<file path="src/rtl/load_store_unit_if.sv">
// Data-bus bundle between the load/store unit and data memory.
interface load_store_unit_if;
  logic        busRead;
  logic        busWrite;
  logic [31:0] busAddr;
  logic [31:0] busWData;
  logic [3:0]  busSel;
  logic [31:0] busRData;
  logic        busAck;

  modport master (
    output busRead,
    output busWrite,
    output busAddr,
    output busWData,
    output busSel,
    input  busRData,
    input  busAck
  );

  modport slave (
    input  busRead,
    input  busWrite,
    input  busAddr,
    input  busWData,
    input  busSel,
    output busRData,
    output busAck
  );
endinterface

</file>
<file path="src/rtl/load_store_unit.sv">
// Multi-cycle load/store stage: req/ack data bus, stalls core until done.
// Optional bus-wait timeout enabled by defining LSU_TIMEOUT_EN.
module load_store_unit #(
  parameter int TIMEOUT_CYCLES = 255
) (
  input  logic              clk,
  input  logic              nRst,
  input  logic [5:0]        cuOP,
  input  logic              exec,
  input  logic [31:0]       addr,
  input  logic [31:0]       storeData,
  load_store_unit_if.master bus,
  output logic [31:0]       memload,
  output logic              freeze,
  output logic              lsuErr
);

  localparam logic [5:0] OP_LB  = 6'd10;
  localparam logic [5:0] OP_LH  = 6'd11;
  localparam logic [5:0] OP_LW  = 6'd12;
  localparam logic [5:0] OP_LBU = 6'd13;
  localparam logic [5:0] OP_LHU = 6'd14;
  localparam logic [5:0] OP_SB  = 6'd15;
  localparam logic [5:0] OP_SH  = 6'd16;
  localparam logic [5:0] OP_SW  = 6'd17;

  if (TIMEOUT_CYCLES < 1 || TIMEOUT_CYCLES > 255) begin : g_bad_to
    $error("TIMEOUT_CYCLES must be 1..255");
  end

  typedef enum logic [1:0] {
    IDLE,
    REQ,
    DONE
  } state_t;

  typedef enum logic [1:0] {
    SZ_B,
    SZ_H,
    SZ_W
  } size_t;

  state_t      state_q;
  state_t      state_d;
  logic        is_mem;
  logic        is_ld;
  size_t       sz;
  logic        mis;
  logic [3:0]  sel;
  logic [31:0] wdata;

  logic        ld_q;
  size_t       sz_q;
  logic [1:0]  off_q;
  logic [31:0] addr_q;
  logic [31:0] wdata_q;
  logic [3:0]  sel_q;

  logic        go_req;
  logic        ld_hit;
  logic        err_d;
  logic        expire;
  logic [31:0] shifted;
  logic [31:0] ld_mask;

  always_comb begin
    is_mem = 1'b0;
    is_ld  = 1'b0;
    sz     = SZ_B;
    case (cuOP)
      OP_LB, OP_LBU: begin
        is_mem = 1'b1;
        is_ld  = 1'b1;
      end
      OP_LH, OP_LHU: begin
        is_mem = 1'b1;
        is_ld  = 1'b1;
        sz     = SZ_H;
      end
      OP_LW: begin
        is_mem = 1'b1;
        is_ld  = 1'b1;
        sz     = SZ_W;
      end
      OP_SB: is_mem = 1'b1;
      OP_SH: begin
        is_mem = 1'b1;
        sz     = SZ_H;
      end
      OP_SW: begin
        is_mem = 1'b1;
        sz     = SZ_W;
      end
      default: ;
    endcase
  end

  always_comb begin
    sel   = 4'b0001 << addr[1:0];
    wdata = {4{storeData[7:0]}};
    mis   = 1'b0;
    unique case (1'b1)
      sz == SZ_W: begin
        sel   = 4'b1111;
        wdata = storeData;
        mis   = addr[1:0] != 2'b00;
      end
      sz == SZ_H: begin
        sel   = addr[1] ? 4'b1100 : 4'b0011;
        wdata = {2{storeData[15:0]}};
        mis   = addr[0];
      end
      default: ;
    endcase
  end

`ifdef LSU_TIMEOUT_EN
  localparam logic [7:0] TO_LAST = 8'(TIMEOUT_CYCLES - 1);
  logic [7:0] cnt_q;

  assign expire = cnt_q == TO_LAST;

  always_ff @(posedge clk or negedge nRst) begin
    if (!nRst) begin
      cnt_q <= '0;
    end else if (go_req) begin
      cnt_q <= '0;
    end else if (state_q == REQ && !bus.busAck) begin
      cnt_q <= cnt_q + 8'd1;
    end
  end
`else
  assign expire = 1'b0;
`endif

  always_comb begin
    state_d = state_q;
    go_req  = 1'b0;
    ld_hit  = 1'b0;
    err_d   = 1'b0;
    unique case (state_q)
      IDLE: begin
        if (exec && is_mem) begin
          if (mis) begin
            state_d = DONE;
            err_d   = 1'b1;
          end else begin
            state_d = REQ;
            go_req  = 1'b1;
          end
        end
      end
      REQ: begin
        // ack beats timeout when both land in the same cycle
        if (bus.busAck) begin
          state_d = DONE;
          ld_hit  = ld_q;
        end else if (expire) begin
          state_d = DONE;
          err_d   = 1'b1;
        end
      end
      DONE:    state_d = IDLE;
      default: state_d = IDLE;
    endcase
  end

  always_ff @(posedge clk or negedge nRst) begin
    if (!nRst) begin
      state_q <= IDLE;
    end else begin
      state_q <= state_d;
    end
  end

  assign shifted = bus.busRData >> {off_q, 3'b000};

  always_comb begin
    ld_mask = 32'h0000_00ff;
    unique case (1'b1)
      sz_q == SZ_W: ld_mask = 32'hffff_ffff;
      sz_q == SZ_H: ld_mask = 32'h0000_ffff;
      default: ;
    endcase
  end

  always_ff @(posedge clk or negedge nRst) begin
    if (!nRst) begin
      ld_q    <= 1'b0;
      sz_q    <= SZ_B;
      off_q   <= '0;
      addr_q  <= '0;
      wdata_q <= '0;
      sel_q   <= '0;
      memload <= '0;
      lsuErr  <= 1'b0;
    end else begin
      if (go_req) begin
        ld_q    <= is_ld;
        sz_q    <= sz;
        off_q   <= addr[1:0];
        addr_q  <= {addr[31:2], 2'b00};
        wdata_q <= wdata;
        sel_q   <= sel;
      end
      if (ld_hit) begin
        memload <= shifted & ld_mask;
      end
      lsuErr <= err_d;
    end
  end

  assign bus.busRead  = (state_q == REQ) && ld_q;
  assign bus.busWrite = (state_q == REQ) && !ld_q;
  assign bus.busAddr  = addr_q;
  assign bus.busWData = wdata_q;
  assign bus.busSel   = sel_q;

  assign freeze = (state_q == IDLE && exec && is_mem)
                || (state_q == REQ);

endmodule

</file>
<file path="src/flat_wrapper.sv">
// flat-port wrapper written by rule: the top's interface ports become plain ports
module load_store_unit_flat 
#(
  parameter int TIMEOUT_CYCLES = 255
)
  (clk, nRst, cuOP, exec, addr, storeData, memload, freeze, lsuErr, bus_busRead, bus_busWrite, bus_busAddr, bus_busWData, bus_busSel, bus_busRData, bus_busAck);
  load_store_unit_if bus_i ();
  input  logic clk;
  input  logic nRst;
  input  logic [5:0] cuOP;
  input  logic exec;
  input  logic [31:0] addr;
  input  logic [31:0] storeData;
  output logic [31:0] memload;
  output logic freeze;
  output logic lsuErr;
  output wire logic [$bits(bus_i.busRead)-1:0] bus_busRead;
  output wire logic [$bits(bus_i.busWrite)-1:0] bus_busWrite;
  output wire logic [$bits(bus_i.busAddr)-1:0] bus_busAddr;
  output wire logic [$bits(bus_i.busWData)-1:0] bus_busWData;
  output wire logic [$bits(bus_i.busSel)-1:0] bus_busSel;
  input wire logic [$bits(bus_i.busRData)-1:0] bus_busRData;
  input wire logic [$bits(bus_i.busAck)-1:0] bus_busAck;
  assign bus_busRead = bus_i.busRead;
  assign bus_busWrite = bus_i.busWrite;
  assign bus_busAddr = bus_i.busAddr;
  assign bus_busWData = bus_i.busWData;
  assign bus_busSel = bus_i.busSel;
  assign bus_i.busRData = bus_busRData;
  assign bus_i.busAck = bus_busAck;
  load_store_unit #(.TIMEOUT_CYCLES(TIMEOUT_CYCLES)) u_core (.clk(clk), .nRst(nRst), .cuOP(cuOP), .exec(exec), .addr(addr), .storeData(storeData), .bus(bus_i), .memload(memload), .freeze(freeze), .lsuErr(lsuErr));
endmodule
</file>
<file path="config.mk">
export PLATFORM = sky130hd
export DESIGN_NAME = load_store_unit_flat
export DESIGN_NICKNAME = d
export VERILOG_FILES = /design/src/rtl/load_store_unit_if.sv /design/src/rtl/load_store_unit.sv /design/src/flat_wrapper.sv
export SDC_FILE = /design/constraint.sdc
export NUM_CORES = 1
export LEC_CHECK = 0
export CORE_MARGIN = 2
export CORE_UTILIZATION = 43
export CTS_CLUSTER_DIAMETER = 150
export DETAILED_ROUTE_END_ITERATION = 10
export PLACE_DENSITY = 0.83
export REMOVE_ABC_BUFFERS = 1
export SLEW_MARGIN = 20
export SYNTH_ARGS = -nofsm -noshare
export SYNTH_HDL_FRONTEND = slang
export SYNTH_SLANG_ARGS = --single-unit
</file>
<file path="constraint.sdc">
create_clock -name clk -period 2 [get_ports clk]
set_clock_uncertainty 0.2 [all_clocks]
set_input_delay 0.2 -clock clk [delete_from_list [all_inputs] [get_ports clk]]
set_output_delay 0.2 -clock clk [all_outputs]
set_load 0.05 [all_outputs]
</file>
# [After elaboration in Yosys (flattened, before gate mapping)]
# Index checks and enable logic that the tools add are counted.
[op_classes] n_eq_ne=15 n_shift=2 mux=20 n_bitwise=1 reduce_logical=14
[ops] operator="$pmux W32 S2" count=2
[ops] operator="$eq A6 B4 Y1 const B" count=6
[ops] operator="$and A32 B32 Y32" count=1
[ops] operator="$shr A32 B5 Y32" count=1
[ops] operator="$eq A6 B5 Y1 const B" count=2
[ops] operator="$mux W1" count=10
[ops] operator="$pmux W2 S2" count=2
[ops] operator="$pmux W4 S2" count=1
[ops] operator="$reduce_or A8 Y1" count=1
[ops] operator="$eq A2 B1 Y1 const B" count=3
[ops] operator="$mux W2" count=3
[ops] operator="$logic_and A1 B1 Y1" count=5
[ops] operator="$reduce_or A5 Y1" count=1
[ops] operator="$eq A2 B2 Y1 const B" count=2
[ops] operator="$mux W4" count=1
[ops] operator="$shl A1 B2 Y4 const A" count=1
[ops] operator="$reduce_or A3 Y1" count=1
[ops] operator="$logic_not A2 Y1" count=1
[ops] operator="$ne A2 B1 Y1 const B" count=1
[ops] operator="$ne A2 B2 Y1 const B" count=1
[ops] operator="$pmux W1 S2" count=1
[ops] operator="$reduce_and A2 Y1" count=1
[ops] operator="$reduce_bool A2 Y1" count=1
[ops] operator="$reduce_or A2 Y1" count=1
[ops] operator="other kinds (2)" count=2
[word_totals] register_bits=106 output_inout_bits=104 word_cells=61

# [Longest topological paths before layout]
[logic_depth] word_depth=8 depth_mapped=10

# [Worst setup path before layout]
# No wires, ideal clock.
[synth_timing] path_kind="input to register" startpoint="in cuOP[3]" endpoint="reg u_core.addr_q[2], in the netlist u_core.bus.busAddr[2]" setup_time_ns=0.125 t_arrival_ns=2.087 setup_slack_ns=-0.412 path_stages=8 n_path_buf=1 path_cell_list="nor4bb_1 > a31oi_1 > or3_1 > ha_1 > a21o_1 > nand4_4 > buf_4 > mux2_2"
[synth_via] elab_chain_cells=8 word_cells_on_any_way=20
[synth_lines] item="start, declared" line_no="flat_wrapper.sv:10" text="input logic [5:0] cuOP;"
[synth_lines] item="$eq A6 B4 Y1 / $eq A6 B5 Y1 (equally long branches)" line_no="load_store_unit.sv:70" text="case (cuOP)"
[synth_lines] item="$reduce_or A3 Y1 (no source line) / $reduce_or A2 Y1 (equally long branches)"
[synth_lines] item="$pmux W2 S2" line_no="load_store_unit.sv:70"
[synth_lines] item="$eq A2 B1 Y1 / $eq A2 B2 Y1 (equally long branches)" line_no="load_store_unit.sv:108, load_store_unit.sv:103"
[synth_lines] item="$pmux W1 S2" line_no="load_store_unit.sv:102" text="unique case (1'b1)"
[synth_lines] item="$mux W1" line_no="load_store_unit.sv:144" text="if (mis) begin"
[synth_lines] item="$mux W1 (*)" line_no="load_store_unit.sv:143" text="if (exec && is_mem) begin"
[synth_lines] item="$mux W1 (*)" line_no="load_store_unit.sv:141" text="unique case (state_q)"
[synth_lines] item="end signal, assigned" line_no="load_store_unit.sv:202" text="addr_q <= {addr[31:2], 2'b00};"
[synth_lines] item="end, declared" line_no="load_store_unit.sv:55" text="logic [31:0] addr_q;"
# Mark *: on every way between the ends. The rest lies on a longest branch, timed or not.
# A chain may end at the register's enable or synchronous reset.

# [Worst setup path in the final report]
[layout_timing] startpoint="in cuOP[3]" endpoint="reg u_core.off_q[0]"
[layout_via] elab_chain_cells=8 word_cells_on_any_way=20
[layout_lines] item="$eq A6 B4 Y1 / $eq A6 B5 Y1 (equally long branches)" line_no="load_store_unit.sv:70"
[layout_lines] item="$reduce_or A3 Y1 (no source line) / $reduce_or A2 Y1 (equally long branches)"
[layout_lines] item="$pmux W2 S2" line_no="load_store_unit.sv:70"
[layout_lines] item="$eq A2 B1 Y1 / $eq A2 B2 Y1 (equally long branches)" line_no="load_store_unit.sv:108, load_store_unit.sv:103"
[layout_lines] item="$pmux W1 S2" line_no="load_store_unit.sv:102"
[layout_lines] item="$mux W1" line_no="load_store_unit.sv:144"
[layout_lines] item="$mux W1 (*)" line_no="load_store_unit.sv:143"
[layout_lines] item="$mux W1 (*)" line_no="load_store_unit.sv:141"
[layout_lines] item="end signal, assigned" line_no="load_store_unit.sv:201" text="off_q <= addr[1:0];"
[layout_lines] item="end, declared" line_no="load_store_unit.sv:54" text="logic [1:0] off_q;"
# Marks and branches as above.

==> metrics <==
worst hold path class in2async; Post-Layout Cell Count 814; crit path max fanout 8; drt pass-1 iters 4; top cells by count, synth dfrtp_1, mux2_2, nand2_1; via/cell ratio 5.40; vias in the first global route 4790; Finish-stage setup viols 75; static leakage 3.82 nW; GP Congestion 0.791; ant diodes 0; die area 12500 um2; Detail Route Antenna Nets 0; Die Span X 112 um; CTS tree yes; antenna violations before repair 0; Via Count 4397; Die Y 112 um; Skew-Pair Late Insertion Delay 0.34 ns; synth warn 0; Max Cap Viol 0; Post-Synthesis Cells 420; placed cell count 776; Worst EP required 2.03 ns; Cell Pwr Density 1020 nW/um2; Clock Tree Buf Depth 2; setup TNS -17.82 ns; wire per inst 19.9 um; peak supply drop 0.727 mV; CTS buffer count 9; Area Overhead vs Synth 67.7%; Core Rows 39; Final Critical Period 2.28 ns; Slew Limit Fails 0; RSZ-0062 raised after global routing true; Mapped Avg Cell Area 11.9 um2; DP Area 7450 um2; GRT Total Usage 25.0%; count of cell types in the netlist 42; global-route wire length before repair 25100 um; period utilization 114%; Core Area 11400 um2; Worst R2R End u_core.memload[11]; largest net degree at the start of global routing 51; sequential share of the synthesized area 52.9%; max incr delay on CP 0.37 ns; Root Driver clkbuf_16; Initial Utilization 43.9%; H-tree Lvls 3; I/O pin cnt 210; Post-synth EDFFs 0; most numerous cell in the Yosys netlist dfrtp_1; Slowest-stage cell, CP or3_4; Synth async-reset ratio 100%; IO buf count 207; worst r2r src u_core.state_q[1]; reg2reg setup slack 0.12 ns; Crit Path Category in2reg; post-synth top area share 52.9%; final hold vios 0; Power Total 8.56 mW; final worst setup slack -0.278 ns; hold slack 0.107 ns; CTS sink count 106; worst path cell trace buf_8, nor4bb_4, a31oi_2, or3_4, ha_4, a21o_1, nand4_4, buf_6, clkbuf_16, mux2_4; GRT overflow 0; Post-Route WL 16200 um; f_max 439 MHz; area leader, netlist dfrtp_1; mapped cell area 5010 um2; Filler cells 793; DRC errors left 0; ratio of cells with drive above 1 in the final layout 27.3%; Final Cell Area 8400 um2; worst slew pin tran 0.707 ns; DP HPWL 10800 um; R2R depth 4; DR iter-0 viols 236; CP arrival 2.30 ns; #FFs+latches synth 106; Crit. End Element flip-flop; failing checks negative setup slack; top_reg_cell synth dfrtp_1; Synth area leaders dfrtp_1, mux2_2, a22o_1, nand2_1, mux2i_1; fin nets 776; status finished, violations left; CTS clk-pin slew, worst paths 0.07 ns; slew margin rel. 52.8%; startpoint types input port
==> power breakdown <==
group | leakage, nW | internal (mW) | switching, mW
Clock | 0.143 | 0.945 | 0.763
Combinational | 2.33 | 1.67 | 2.34
Sequential | 1.35 | 2.58 | 0.267
==> layer usage <==
| layer | vias up | global-route usage [%] | part of all wire [%] |
|---|---|---|---|
| li1 | 1999 | - | - |
| met1 | 2194 | 30.1 | 39 |
| met2 | 174 | 44.8 | 53 |
| met3 | 30 | 4.14 | 5.1 |
| met4 | 0 | 10.2 | 2.6 |
| met5 | - | 0 | 0 |
==> sequential cells by signal (all words and copies together), names as in the netlist <==
signal	count
u_core.bus.busSel	4
u_core.bus.busAddr	30
u_core.bus.busWData	32
u_core.ld_q	1
u_core.state_q	2
u_core.memload	32
u_core.off_q	2
u_core.sz_q	2
u_core.lsuErr	1
==> what timing repair did <==
item,in CTS,in global routing
gates resized for setup,99,28
pin swaps,7,12
hold endpoints to repair,106,0
buffers inserted,10,7
gates cloned,4,1
hold buffers,1,0
endpoints found under the setup margin,78,75
==> per-stage QoR <==
step,utilization (%),setup slack (ns)
after CTS,72.0,-0.318
after floorplan,-,-1.43
after global placement,65.3,-0.994
after global routing,73.6,-0.331
final,73.6,-0.278
after detailed placement,65.3,-1.15
==> logic make-up (layout without fill, tap and decap cells) <==
group / after synthesis / after routing / share of synthesized area, %
xor+xnor: 1 / 1 / 0.175
buf+inv: 37 / 287 / 3.90
simple gates: 80 / 80 / 7.87
compound gates: 95 / 95 / 12.8
fa+ha+maj: 4 / 4 / 0.999
other cells: 1 / 2 / 0.0748
flops: 106 / 106 / 52.9
mux: 96 / 96 / 21.2
==> critical path, delay by kind of cell <==
kind                       cells  cell delay, ns
buffers and inverters          3            0.45
muxes                          1            0.31
and+or+nand+nor                3            0.82
AOI/OAI and AO/OA              2            0.24
adders and majority gates      1            0.29
==> layout by cell type (no fill, tap or decap), types with 2 or more instances in the layout <==
cell	synthesis	routed
a21oi_1	12	11
buf_8	0	4
o22ai_1	2	2
inv_2	0	3
a211oi_1	8	8
clkdlybuf4s50_1	0	193
clkbuf_8	0	3
ha_1	4	2
conb_1	1	2
nor2_1	6	4
nor2b_1	12	11
clkinv_2	0	2
clkbuf_1	11	2
buf_12	0	10
mux2i_1	16	16
o31ai_1	8	8
mux2_4	1	52
nand2_1	45	45
o21ai_1	0	2
buf_16	0	3
a22oi_1	8	8
dfrtp_1	106	106
inv_1	7	4
nand2b_1	2	2
o21ai_0	28	25
nor2_2	1	2
clkbuf_16	0	10
ha_4	0	2
a22o_1	24	24
buf_4	5	32
mux2_2	74	28
buf_6	4	16
nor4_1	2	2
==> worst max path at each step <==
| stage | cells after the start | slack [ns] | end | from |
|---|---|---|---|---|
| finish | 10 | -0.28 | u_core.off_q[0] | cuOP[3] |
| global route | 10 | -0.33 | u_core.off_q[0] | cuOP[3] |
| CTS | 11 | -0.32 | u_core.bus.busAddr[12] | cuOP[3] |
| detailed placement | 9 | -1.15 | u_core.bus.busWData[23] | cuOP[4] |
| global placement | 9 | -0.99 | u_core.bus.busWData[11] | cuOP[4] |
| floorplan | 7 | -1.43 | u_core.bus.busWData[0] | cuOP[3] |
==> area by class of cell <==
class	instances	area, um2	share of cell area, %
clock buffers	14	274	3.26
well taps	143	179	2.13
flip-flops and latches	106	2650	31.6
clock inverters	2	10.0	0.119
repair buffers	264	2780	33.1
inverters	7	26.3	0.313
multi-input cells	278	2480	29.5
Power figures use the tool's default switching activity.
